### src/rtl/sirv_tl_pkg.sv
// Shared TileLink types and constants for the sirv peripheral path.
// Used by the repeater and the fragmenter that follows it.
package sirv_tl_pkg;

  typedef enum logic {
    IDLE   = 1'b0,
    REPEAT = 1'b1
  } rpt_state_e;

  localparam logic [2:0] TL_PUT_FULL    = 3'd0;
  localparam logic [2:0] TL_PUT_PARTIAL = 3'd1;
  localparam logic [2:0] TL_GET         = 3'd4;

  localparam int DEF_ADDR_W = 30;
  localparam int DEF_SRC_W  = 2;

endpackage

### src/rtl/sirv_repeater_addr_step.sv
// Combinational address + (1 << size), modulo 2^ADDR_W.
// A size that shifts past the address width contributes no step.
module sirv_repeater_addr_step
  import sirv_tl_pkg::*;
#(
  parameter int ADDR_W = DEF_ADDR_W
) (
  input  logic [ADDR_W-1:0] addr,
  input  logic [2:0]        size,
  output logic [ADDR_W-1:0] next_addr
);

  logic [ADDR_W-1:0] step;

  always_comb begin
    step = '0;
    if (int'(size) < ADDR_W)
      step = ADDR_W'(1) << size;
  end

  assign next_addr = addr + step;

endmodule

### src/rtl/sirv_repeater_burst.sv
// TileLink-A repeater: passes a request through and replays it
// rpt_cnt more times, optionally stepping the address per beat.
module sirv_repeater_burst
  import sirv_tl_pkg::*;
#(
  parameter int ADDR_W = DEF_ADDR_W,
  parameter int DATA_W = 8,
  parameter int MASK_W = 1,
  parameter int SRC_W  = DEF_SRC_W,
  parameter int CNT_W  = 4
) (
  input  logic              clock,
  input  logic              reset,
  input  logic [CNT_W-1:0]  rpt_cnt,
  input  logic              addr_inc,
  output logic              full,
  output logic [CNT_W-1:0]  remaining,
  output logic              enq_ready,
  input  logic              enq_valid,
  input  logic [2:0]        enq_bits_opcode,
  input  logic [2:0]        enq_bits_param,
  input  logic [2:0]        enq_bits_size,
  input  logic [SRC_W-1:0]  enq_bits_source,
  input  logic [ADDR_W-1:0] enq_bits_address,
  input  logic [MASK_W-1:0] enq_bits_mask,
  input  logic [DATA_W-1:0] enq_bits_data,
  input  logic              deq_ready,
  output logic              deq_valid,
  output logic [2:0]        deq_bits_opcode,
  output logic [2:0]        deq_bits_param,
  output logic [2:0]        deq_bits_size,
  output logic [SRC_W-1:0]  deq_bits_source,
  output logic [ADDR_W-1:0] deq_bits_address,
  output logic [MASK_W-1:0] deq_bits_mask,
  output logic [DATA_W-1:0] deq_bits_data
);

  rpt_state_e        state;
  logic [CNT_W-1:0]  rem_q;
  logic              inc_q;
  logic [2:0]        opcode_q;
  logic [2:0]        param_q;
  logic [2:0]        size_q;
  logic [SRC_W-1:0]  source_q;
  logic [ADDR_W-1:0] address_q;
  logic [MASK_W-1:0] mask_q;
  logic [DATA_W-1:0] data_q;

  logic              idle;
  logic [ADDR_W-1:0] step_addr;
  logic [ADDR_W-1:0] next_addr;
  logic [2:0]        step_size;

  assign idle      = (state == IDLE);
  assign full      = ~idle;
  assign remaining = rem_q;

  assign enq_ready = idle & deq_ready;
  assign deq_valid = idle ? enq_valid : 1'b1;

  assign deq_bits_opcode  = idle ? enq_bits_opcode  : opcode_q;
  assign deq_bits_param   = idle ? enq_bits_param   : param_q;
  assign deq_bits_size    = idle ? enq_bits_size    : size_q;
  assign deq_bits_source  = idle ? enq_bits_source  : source_q;
  assign deq_bits_address = idle ? enq_bits_address : address_q;
  assign deq_bits_mask    = idle ? enq_bits_mask    : mask_q;
  assign deq_bits_data    = idle ? enq_bits_data    : data_q;

  // One stepper serves both the entry offset and each replay step.
  assign step_addr = idle ? enq_bits_address : address_q;
  assign step_size = idle ? enq_bits_size : size_q;

  sirv_repeater_addr_step #(
    .ADDR_W(ADDR_W)
  ) u_step (
    .addr      (step_addr),
    .size      (step_size),
    .next_addr (next_addr)
  );

  always_ff @(posedge clock or posedge reset) begin
    if (reset) begin
      state     <= IDLE;
      rem_q     <= '0;
      inc_q     <= 1'b0;
      opcode_q  <= '0;
      param_q   <= '0;
      size_q    <= '0;
      source_q  <= '0;
      address_q <= '0;
      mask_q    <= '0;
      data_q    <= '0;
    end else begin
      unique case (state)
        IDLE: begin
          if (enq_valid && deq_ready && rpt_cnt != '0) begin
            state     <= REPEAT;
            rem_q     <= rpt_cnt;
            inc_q     <= addr_inc;
            opcode_q  <= enq_bits_opcode;
            param_q   <= enq_bits_param;
            size_q    <= enq_bits_size;
            source_q  <= enq_bits_source;
            address_q <= addr_inc ? next_addr : enq_bits_address;
            mask_q    <= enq_bits_mask;
            data_q    <= enq_bits_data;
          end
        end
        REPEAT: begin
          if (deq_ready) begin
            assert (rem_q != '0);
            rem_q <= rem_q - 1'b1;
            if (inc_q)
              address_q <= next_addr;
            if (rem_q == CNT_W'(1))
              state <= IDLE;
          end
        end
        default: state <= IDLE;
      endcase
    end
  end

endmodule

### config.mk
export PLATFORM = sky130hd
export DESIGN_NAME = sirv_repeater_burst
export DESIGN_NICKNAME = d
export VERILOG_FILES = /design/src/rtl/sirv_tl_pkg.sv /design/src/rtl/sirv_repeater_addr_step.sv /design/src/rtl/sirv_repeater_burst.sv
export SDC_FILE = /design/constraint.sdc
export NUM_CORES = 1
export LEC_CHECK = 0
export BUFFER_PORTS_ARGS = -buffer_cell sky130_fd_sc_hd__clkbuf_2
export CORE_ASPECT_RATIO = 0.9
export CORE_MARGIN = 4
export CORE_UTILIZATION = 49
export CTS_CLUSTER_SIZE = 40
export DETAILED_ROUTE_END_ITERATION = 6
export GPL_TIMING_DRIVEN = 0
export PLACE_DENSITY = 0.85
export SLEW_MARGIN = 40
export SYNTH_ARGS = -nofsm -noshare
export SYNTH_HDL_FRONTEND = slang
export SYNTH_HIERARCHICAL = 1
export SYNTH_SLANG_ARGS = --single-unit
### constraint.sdc
create_clock -name clock -period 3.4 [get_ports clock]
set_input_delay 0.17 -clock clock [delete_from_list [all_inputs] [get_ports clock]]
set_output_delay 0.17 -clock clock [all_outputs]
set_load 0.1 [all_outputs]
**Yosys cells after proc, flatten, opt, wreduce, memory -nomap -nowiden**

Cells that the tools add are included.

- Output and inout port bits: 57
- Input bits: 59
- Word-level logic and storage cells: 45
- Register bits after elaboration: 56

- Shift operators: 1
- Reduce and logical (&&, ||, !) cells: 6
- Multiplexer cells: 20
- Bitwise gates (word level): 2
- Add/sub/neg operators: 2
- Equal/unequal tests: 4

Operators by type and width:

| operator | count |
|---|---|
| $mux 30 | 5 |
| $pmux 30 s2 | 1 |
| $add 30x30->30 | 1 |
| $shl 1x3->30 const A | 1 |
| $mux 3 | 3 |
| $mux 4 | 2 |
| $mux 8 | 1 |
| $pmux 4 s2 | 1 |
| $mux 1 | 5 |
| $eq 4x1->1 const B | 1 |
| $ne 2x1->1 const B | 2 |
| $reduce_and 2->1 | 2 |
| $reduce_bool 4->1 | 1 |
| $sub 4x1->4 const B | 1 |
| $reduce_and 3->1 | 1 |
| $logic_and 1x1->1 | 2 |
| $mux 2 | 1 |
| $ne 2x2->1 const B | 1 |
| $pmux 1 s2 | 1 |
| $and 1x1->1 | 1 |
| $not 1->1 | 1 |

**Longest topological paths before layout**

Gate-level depths: netlist of the first run.

- Depth in word-level cells: 6
- Depth in mapped cells: 16
- Mapped depth without buffers: 12

**Hierarchy**

The synthesis of the first run kept the hierarchy.

By module, submodules not included:

| module | area an instance (µm²) | seq. area each (µm²) | instances | cells each |
|---|---|---|---|---|
| sirv_repeater_burst | 3365.7 | 1401.3 | 1 | 242 |
| sirv_repeater_addr_step | 968.4 | 0.0 | 1 | 125 |

**Least setup slack after synthesis of the first run**

No wires, ideal clock.

- Path type: reg-to-reg
- Start point: register state (netlist: full)
- End point: register address_q[10]
- Path buffers: 4
- Path slack: -1310 ps
- Cell stages (with the launch flop): 15
- Library setup time: 125 ps
- Arrival time: 4585 ps
- Period minus slack after synthesis: 4710 ps
- Data required time: 3275 ps
- Path through: dfrtp_1 -> buf_2 -> buf_2 -> buf_2 -> mux2_2 -> or3b_2 -> fa_1 -> nor2b_1 -> o21ai_2 -> a21oi_1 -> buf_2 -> o211ai_2 -> xnor2_1 -> mux2_2 -> mux2_4

- Word-level cells in the longest chain between the ends: 6
- Elaborated cells on any way between the ends: 14
- Classes of those cells: 1 x add/sub; 3 x eq/ne; 1 x shift; 7 x mux; 1 x bitwise; 1 x reduce/logical

Ends and longest elaborated chain:

| what | RTL line | text |
|---|---|---|
| from (decl) | sirv_repeater_burst.sv:38 | `rpt_state_e state;` |
| from (signal assigned) | sirv_repeater_burst.sv:83 | `state <= IDLE;` |
| from (signal assigned) | sirv_repeater_burst.sv:97 | `state <= REPEAT;` |
| from (signal assigned) | sirv_repeater_burst.sv:116 | `state <= IDLE;` |
| $mux 3 * | - |  |
| named net deq_bits_size[1] | sirv_repeater_burst.sv:31 | `output logic [2:0] deq_bits_size,` |
| $shl 1x3->30 * | sirv_repeater_addr_step.sv:18 | `step = ADDR_W'(1) << size;` |
| $add 30x30->30 * | sirv_repeater_addr_step.sv:21 | `assign next_addr = addr + step;` |
| named net next_addr[10] | sirv_repeater_burst.sv:51 | `logic [ADDR_W-1:0] next_addr;` |
| $mux 30 (on tied branches) | sirv_repeater_burst.sv:113, sirv_repeater_burst.sv:104 |  |
| $mux 30 (on tied branches) | sirv_repeater_burst.sv:110, sirv_repeater_burst.sv:96 |  |
| $pmux 30 s2 * | sirv_repeater_burst.sv:94 | `unique case (state)` |
| to (signal assigned) | sirv_repeater_burst.sv:104 | `address_q <= addr_inc ? next_addr : enq_bits_address;` |
| to (signal assigned) | sirv_repeater_burst.sv:114 | `address_q <= next_addr;` |
| to (decl) | sirv_repeater_burst.sv:45 | `logic [ADDR_W-1:0] address_q;` |

Mark *: on every way through the listed nets, which the timed path passes. The rest lies on a longest branch. The select of a mux whose other input is x is not followed.
A chain may end at the register's enable or synchronous reset.

**Final worst setup path of the first run**

- Start point: register state (netlist: full)
- End point: register address_q[20]

- Word-level cells in the longest chain between the ends: 6
- Elaborated cells on any way between the ends: 14
- Classes of those cells: 1 x add/sub; 3 x eq/ne; 1 x shift; 7 x mux; 1 x bitwise; 1 x reduce/logical

Ends and longest elaborated chain:

| what | RTL line | text |
|---|---|---|
| $mux 3 | sirv_repeater_burst.sv:71 | `assign step_size = idle ? enq_bits_size : size_q;` |
| $shl 1x3->30 | sirv_repeater_addr_step.sv:18 |  |
| $add 30x30->30 * | sirv_repeater_addr_step.sv:21 |  |
| named net next_addr[20] | sirv_repeater_burst.sv:51 |  |
| $mux 30 (on tied branches) | sirv_repeater_burst.sv:113, sirv_repeater_burst.sv:104 |  |
| $mux 30 (on tied branches) | sirv_repeater_burst.sv:110, sirv_repeater_burst.sv:96 |  |
| $pmux 30 s2 * | sirv_repeater_burst.sv:94 |  |

Marks and branches as above.

==> results of run 1 <==
[routing by layer]
layer | vias up | wire length (microns) | GRT usage (%)
li1 | 1640 | - | -
met1 | 1779 | 4840 | 26.8
met2 | 90 | 5890 | 37.4
met3 | 8 | 369 | 2.92
met4 | 0 | 116 | 5.11
met5 | - | 0 | 0
[how the worst max path moves through the flow]
stage | end | slack (ps) | depth (start not counted)
finish | address_q[20] | 80 | 13
global route | address_q[28] | -40 | 15
CTS | address_q[24] | 40 | 13
detailed placement | address_q[24] | -110 | 16
global placement | address_q[24] | -90 | 14
floorplan | address_q[10] | -380 | 14
[flip-flops by register name, indices dropped and copies added, names as in the netlist]
signal     flops
address_q     30
data_q         8
remaining      4
opcode_q       3
param_q        3
size_q         3
source_q       2
full           1
inc_q          1
mask_q         1
[per-stage QoR]
stage	std cells	setup slack [ps]
global placement	601	-86.9
finish	626	76.5
CTS	614	35.7
detailed placement	602	-112
global route	626	-38.6
floorplan	367	-380
[cell type report]
type | instances | share of cell area (%)
plain buffers | 22 | 3.53
clock buffers | 5 | 1.25
clock inverters | 3 | 0.524
inverters | 9 | 0.661
multi-input cells | 279 | 52.2
flip-flops and latches | 56 | 25.5
well taps | 119 | 2.71
repair buffers | 133 | 13.6
[what timing repair did]
action                                  in CTS  in global routing
hold endpoints to repair                    17                  0
pin swaps                                    5                  9
endpoints found under the setup margin      20                 20
setup buffers                                3                 10
cloned                                       1                  2
hold buffers                                 1                  0
resized for setup                            6                 11
[cells by family after synthesis]
family	share of synthesized area [%]
xor+xnor	4.85
simple gates	8.63
compound gates	9.09
buf+inv	4.42
flops	32.3
mux	37.3
fa+ha+maj	3.35
[worst max-delay path, delay by kind of cell, from the launching register on]
kind,cells,cell delay (ps)
buffers and inverters,3,440
AND/OR/NAND/NOR,2,540
AO/OA/AOI/OAI,3,400
flip-flops,1,450
XOR/XNOR,1,140
multiplexers,3,850
adder cells (fa/ha/maj),1,380
[placed cells by master (no fill, tap or decap), types with 6 or more instances in the layout]
cell         n
xnor2_1     24
inv_1        8
o21ai_2      7
o2111ai_2    6
a21o_1       6
mux2_4      39
buf_6        9
buf_4       17
buf_2        6
nand3_1     10
clkbuf_2   116
ha_1         8
nor2_1      10
dfrtp_1     55
mux2_2      92
==> flow_summary.yaml, run 1 <==
sta:
  min_period_ps: 3320
  fin_hold_ws_ps: 97.0
  setup_viol: 0
  maxSlewViolCount: 0
  skew_ps: 9.37
  final_hold_viol_count: 0
  rsz0062_at_grt: "true"
  period_share_pct: 97.8
  tightestPinTransition_ps: 675
  finalSetupTns_ps: 0
  clock.fmax_mhz: 301
  max_slew_margin_pct: 54.4
grt:
  grt_max_degree: 40
  grt_usage_pct: 21.1
  grt_overflow: 0
  grt_pass1_vias: 3740
  grt_pass1_wl_microns: 18200
  antenna_found_initial: 0
setup_path:
  critPathLaunch: "full"
  cp.required_ps: 3610
  cp_max_fo: 8
  crit_top_cell: "mux2_4"
  timing.rr.end: "address_q[20]"
  end_kind: "flop"
  timing.critical_path.slowest_stage_cell: "dfrtp_2"
  worst_r2r_path_depth: 13
  timing.rr.start: "full"
  critical_path_class: "flop to flop"
  r2r_slack_ps: 80
  crit_path_max_incr_delay_ps: 450
  start_kind: "flop"
  path_cells: "buf_12 -> buf_8 -> mux2_4 -> or3b_4 -> fa_2 -> nor2b_2 -> o21ai_2 -> a21oi_4 -> buf_6 -> o211ai_2 -> xnor2_1 -> mux2_2 -> mux2_4"
  cp.arrival_ps: 3530
floorplanning:
  top_level_ports: 116
  fp.dieH_microns: 97.2
  start_util_pct: 50.3
  die_area_sq_mm: 0.0104
  core_area_sq_mm: 0.00861
  rows: 32
  die_w_microns: 107
detailed_routing:
  viasPerCell: 5.62
  drt_wl_total_microns: 11200
  vias: 3517
  drt_iter0_drc: 139
  wire_per_inst_microns: 17.9
  postRouteAntennaNets: 0
  post-route-drc-count: 0
  first_pass_iters: 4
layout:
  multi_input_area_sq_mm: 0.00287
  drive_gt1_share_pct: 64.9
  nFillCells: 701
  final_core_util_pct: 63.8
  syn_to_final_growth_pct: 26.7
  area.sequential_sq_mm: 0.00140
  fin_nets: 576
  diodes: 0
  final_cell_area_sq_mm: 0.00549
clock_network:
  root_buffer: "clkbuf_8"
  h-tree-depth: 2
  clock_sinks: 56
  clk_path_buf_depth: 2
  numCtsBuffers: 5
  clkTransAtPathRegs_ps: 120
  clock_latency_ps: 310
  cts_tree: "built"
synth:
  synth_top_area_share_pct: 32.3
  synth-edff-count: 0
  synthCells: 367
  syn_nets: 437
  ys_warn_count: 6
  yosysMostFrequentCell: "mux2_2"
  synth.distinct_cells: 45
  synth_ff_type: "dfrtp_1"
  ys_seq_elements: 56
  synthTopCellsByCount: "mux2_2 (101), dfrtp_1 (56), mux2_4 (30)"
  synth-seq-area-share_pct: 32.3
  syn_area_sq_mm: 0.00433
  synth_area_leaders: "dfrtp_1 (32%), mux2_2 (26%), mux2_4 (10%), xnor2_1 (4.8%), ha_1 (2.9%)"
  async_flop_share_pct: 100
  synth_top_area_cell: "dfrtp_1"
  syn_area_per_cell_sq_um: 11.8
worst_hold_path:
  hp-class: "primary input to flop"
  whs_endpoint: "param_q[0]"
  min_path_cells: 2
  hold_path_startpoint: "enq_bits_param[0]"
placed_design:
  place_area_sq_mm: 0.00521
  dp_hpwl_microns: 8210
  gp_congestion: 0.850
  port_buffers: 115
outcome:
  status: "completed"
job:
  drv_cap: 0
Power of run 1 is not shown: default switching activity piles up to over one toggle a cycle in this logic, so the estimate is an artifact.
==> inputs of run 2 (changes only) <==
PLACE_DENSITY = 0.87   (was 0.85)
==> flow_summary.yaml, run 2 (synthesized netlist as in run 1, its figures left out) <==
outcome:
  status: "completed"
detailed_routing:
  drt_wl_total_microns: 11100
  vias: 3447
  drt_iter0_drc: 144
  wire_per_inst_microns: 17.7
  viasPerCell: 5.53
  post-route-drc-count: 0
  first_pass_iters: 4
  postRouteAntennaNets: 0
sta:
  period_share_pct: 98.3
  maxSlewViolCount: 0
  tightestPinTransition_ps: 676
  setup_viol: 0
  min_period_ps: 3340
  max_slew_margin_pct: 54.4
  fin_hold_ws_ps: 89.8
  final_hold_viol_count: 0
  rsz0062_at_grt: "true"
  clock.fmax_mhz: 299
  worst_slack_ps: 58.5
  skew_ps: 9.73
setup_path:
  crit_path_max_incr_delay_ps: 410
  cp.arrival_ps: 3550
  timing.rr.start: "full"
  timing.critical_path.slowest_stage_cell: "dfrtp_2"
  end_kind: "flop"
  cp_max_fo: 10
  critical_path_class: "flop to flop"
  crit_top_cell: "mux2_4"
  worst_r2r_path_depth: 13
  path_cells: "buf_12 -> buf_2 -> mux2_4 -> ha_1 -> buf_6 -> a21o_1 -> a21o_1 -> a41o_1 -> buf_6 -> o211ai_2 -> xnor2_1 -> mux2_4 -> mux2_4"
  cp.required_ps: 3610
  critPathLaunch: "full"
  start_kind: "flop"
placed_design:
  dp_cells: 602
  port_buffers: 115
  dp_slack_ps: -156
  dp_hpwl_microns: 8190
  gp_congestion: 0.834
floorplanning:
  core_area_sq_mm: 0.00861
  start_util_pct: 50.3
  die_area_sq_mm: 0.0104
  fp.dieH_microns: 97.2
  rows: 32
  top_level_ports: 116
  die_w_microns: 107
grt:
  antenna_found_initial: 0
  grt_overflow: 0
  grt_pass1_vias: 3739
  grt_max_degree: 38
  grt_usage_pct: 21.1
  grt_pass1_wl_microns: 18200
worst_hold_path:
  min_path_cells: 2
  hold_path_startpoint: "enq_bits_param[1]"
  hp-class: "primary input to flop"
clock_network:
  h-tree-depth: 2
  clock_latency_ps: 320
  cts_tree: "built"
  numCtsBuffers: 5
  root_buffer: "clkbuf_8"
  clk_path_buf_depth: 2
  clock_sinks: 56
  clkTransAtPathRegs_ps: 120
layout:
  drive_gt1_share_pct: 64.7
  final_cell_count_no_fill: 623
  fin_nets: 573
  final_common_cell: "clkbuf_2"
  largest_reg_flops: 30
  syn_to_final_growth_pct: 26.4
  regMostFlops: "address_q"
  final_cell_mix: "clkbuf_2 (116), mux2_2 (89), dfrtp_1 (55)"
  diodes: 0
job:
  drv_cap: 0
[run 2: timing repair]
item                                    CTS  global route
hold endpoints to repair                 19             0
endpoints found under the setup margin   20            19
hold buffers                              1             0
pin swaps                                 5            16
cloned                                    1             0
buffers inserted                          5             7
gates resized for setup                   5            14
[run 2: path summary, 6_finish.rpt]
kind	end	slack (ps)
worst min register to register	param_q[1]	520
max in group asynchronous	full	2570
min in group asynchronous	data_q[2]	330
worst max-delay path	address_q[28]	60
worst max register to register	address_q[28]	60
worst min-delay path	param_q[1]	90
[run 2: metrics by stage]
| step | cell area (sq um) | TNS (ps) | utilization [%] |
|---|---|---|---|
| 6_report | 5480 | 0 | 63.6 |
| 5_1_grt | 5480 | -288 | 63.6 |
| 4_1_cts | 5360 | 0 | 62.3 |
| 3_5_place_dp | 5210 | -1150 | 60.5 |
| 3_3_place_gp | 5180 | -439 | 60.2 |
| 2_1_floorplan | 4460 | -6820 | - |
[run 2: cell type report]
cell class                 instances  area [sq um]
multi-input combinational        279          2890
sequential                        56          1400
fill                             705          3130
tap                              119           149
inverter                           9          36.3
buffer                            22           191
clock inverter                     3          28.8
timing repair buffer             130           707
clock buffer                       5          68.8
[run 2: critical path, delay by kind of cell, from the launching register on]
family / cells / cell delay (ps)
adders and majority gates: 1 / 300
buffers and inverters: 4 / 720
muxes: 3 / 870
DFF: 1 / 410
xor gates and xnor gates: 1 / 100
AOI/OAI and AO/OA: 4 / 820
[run 2: routing by layer]
layer / global-route usage [%] / share of wire (%)
met5: 0 / 0
met4: 4.62 / 1.1
met3: 3.92 / 3.2
met2: 37.9 / 53
met1: 26.1 / 43
Power of run 2 is left out for the same reason.
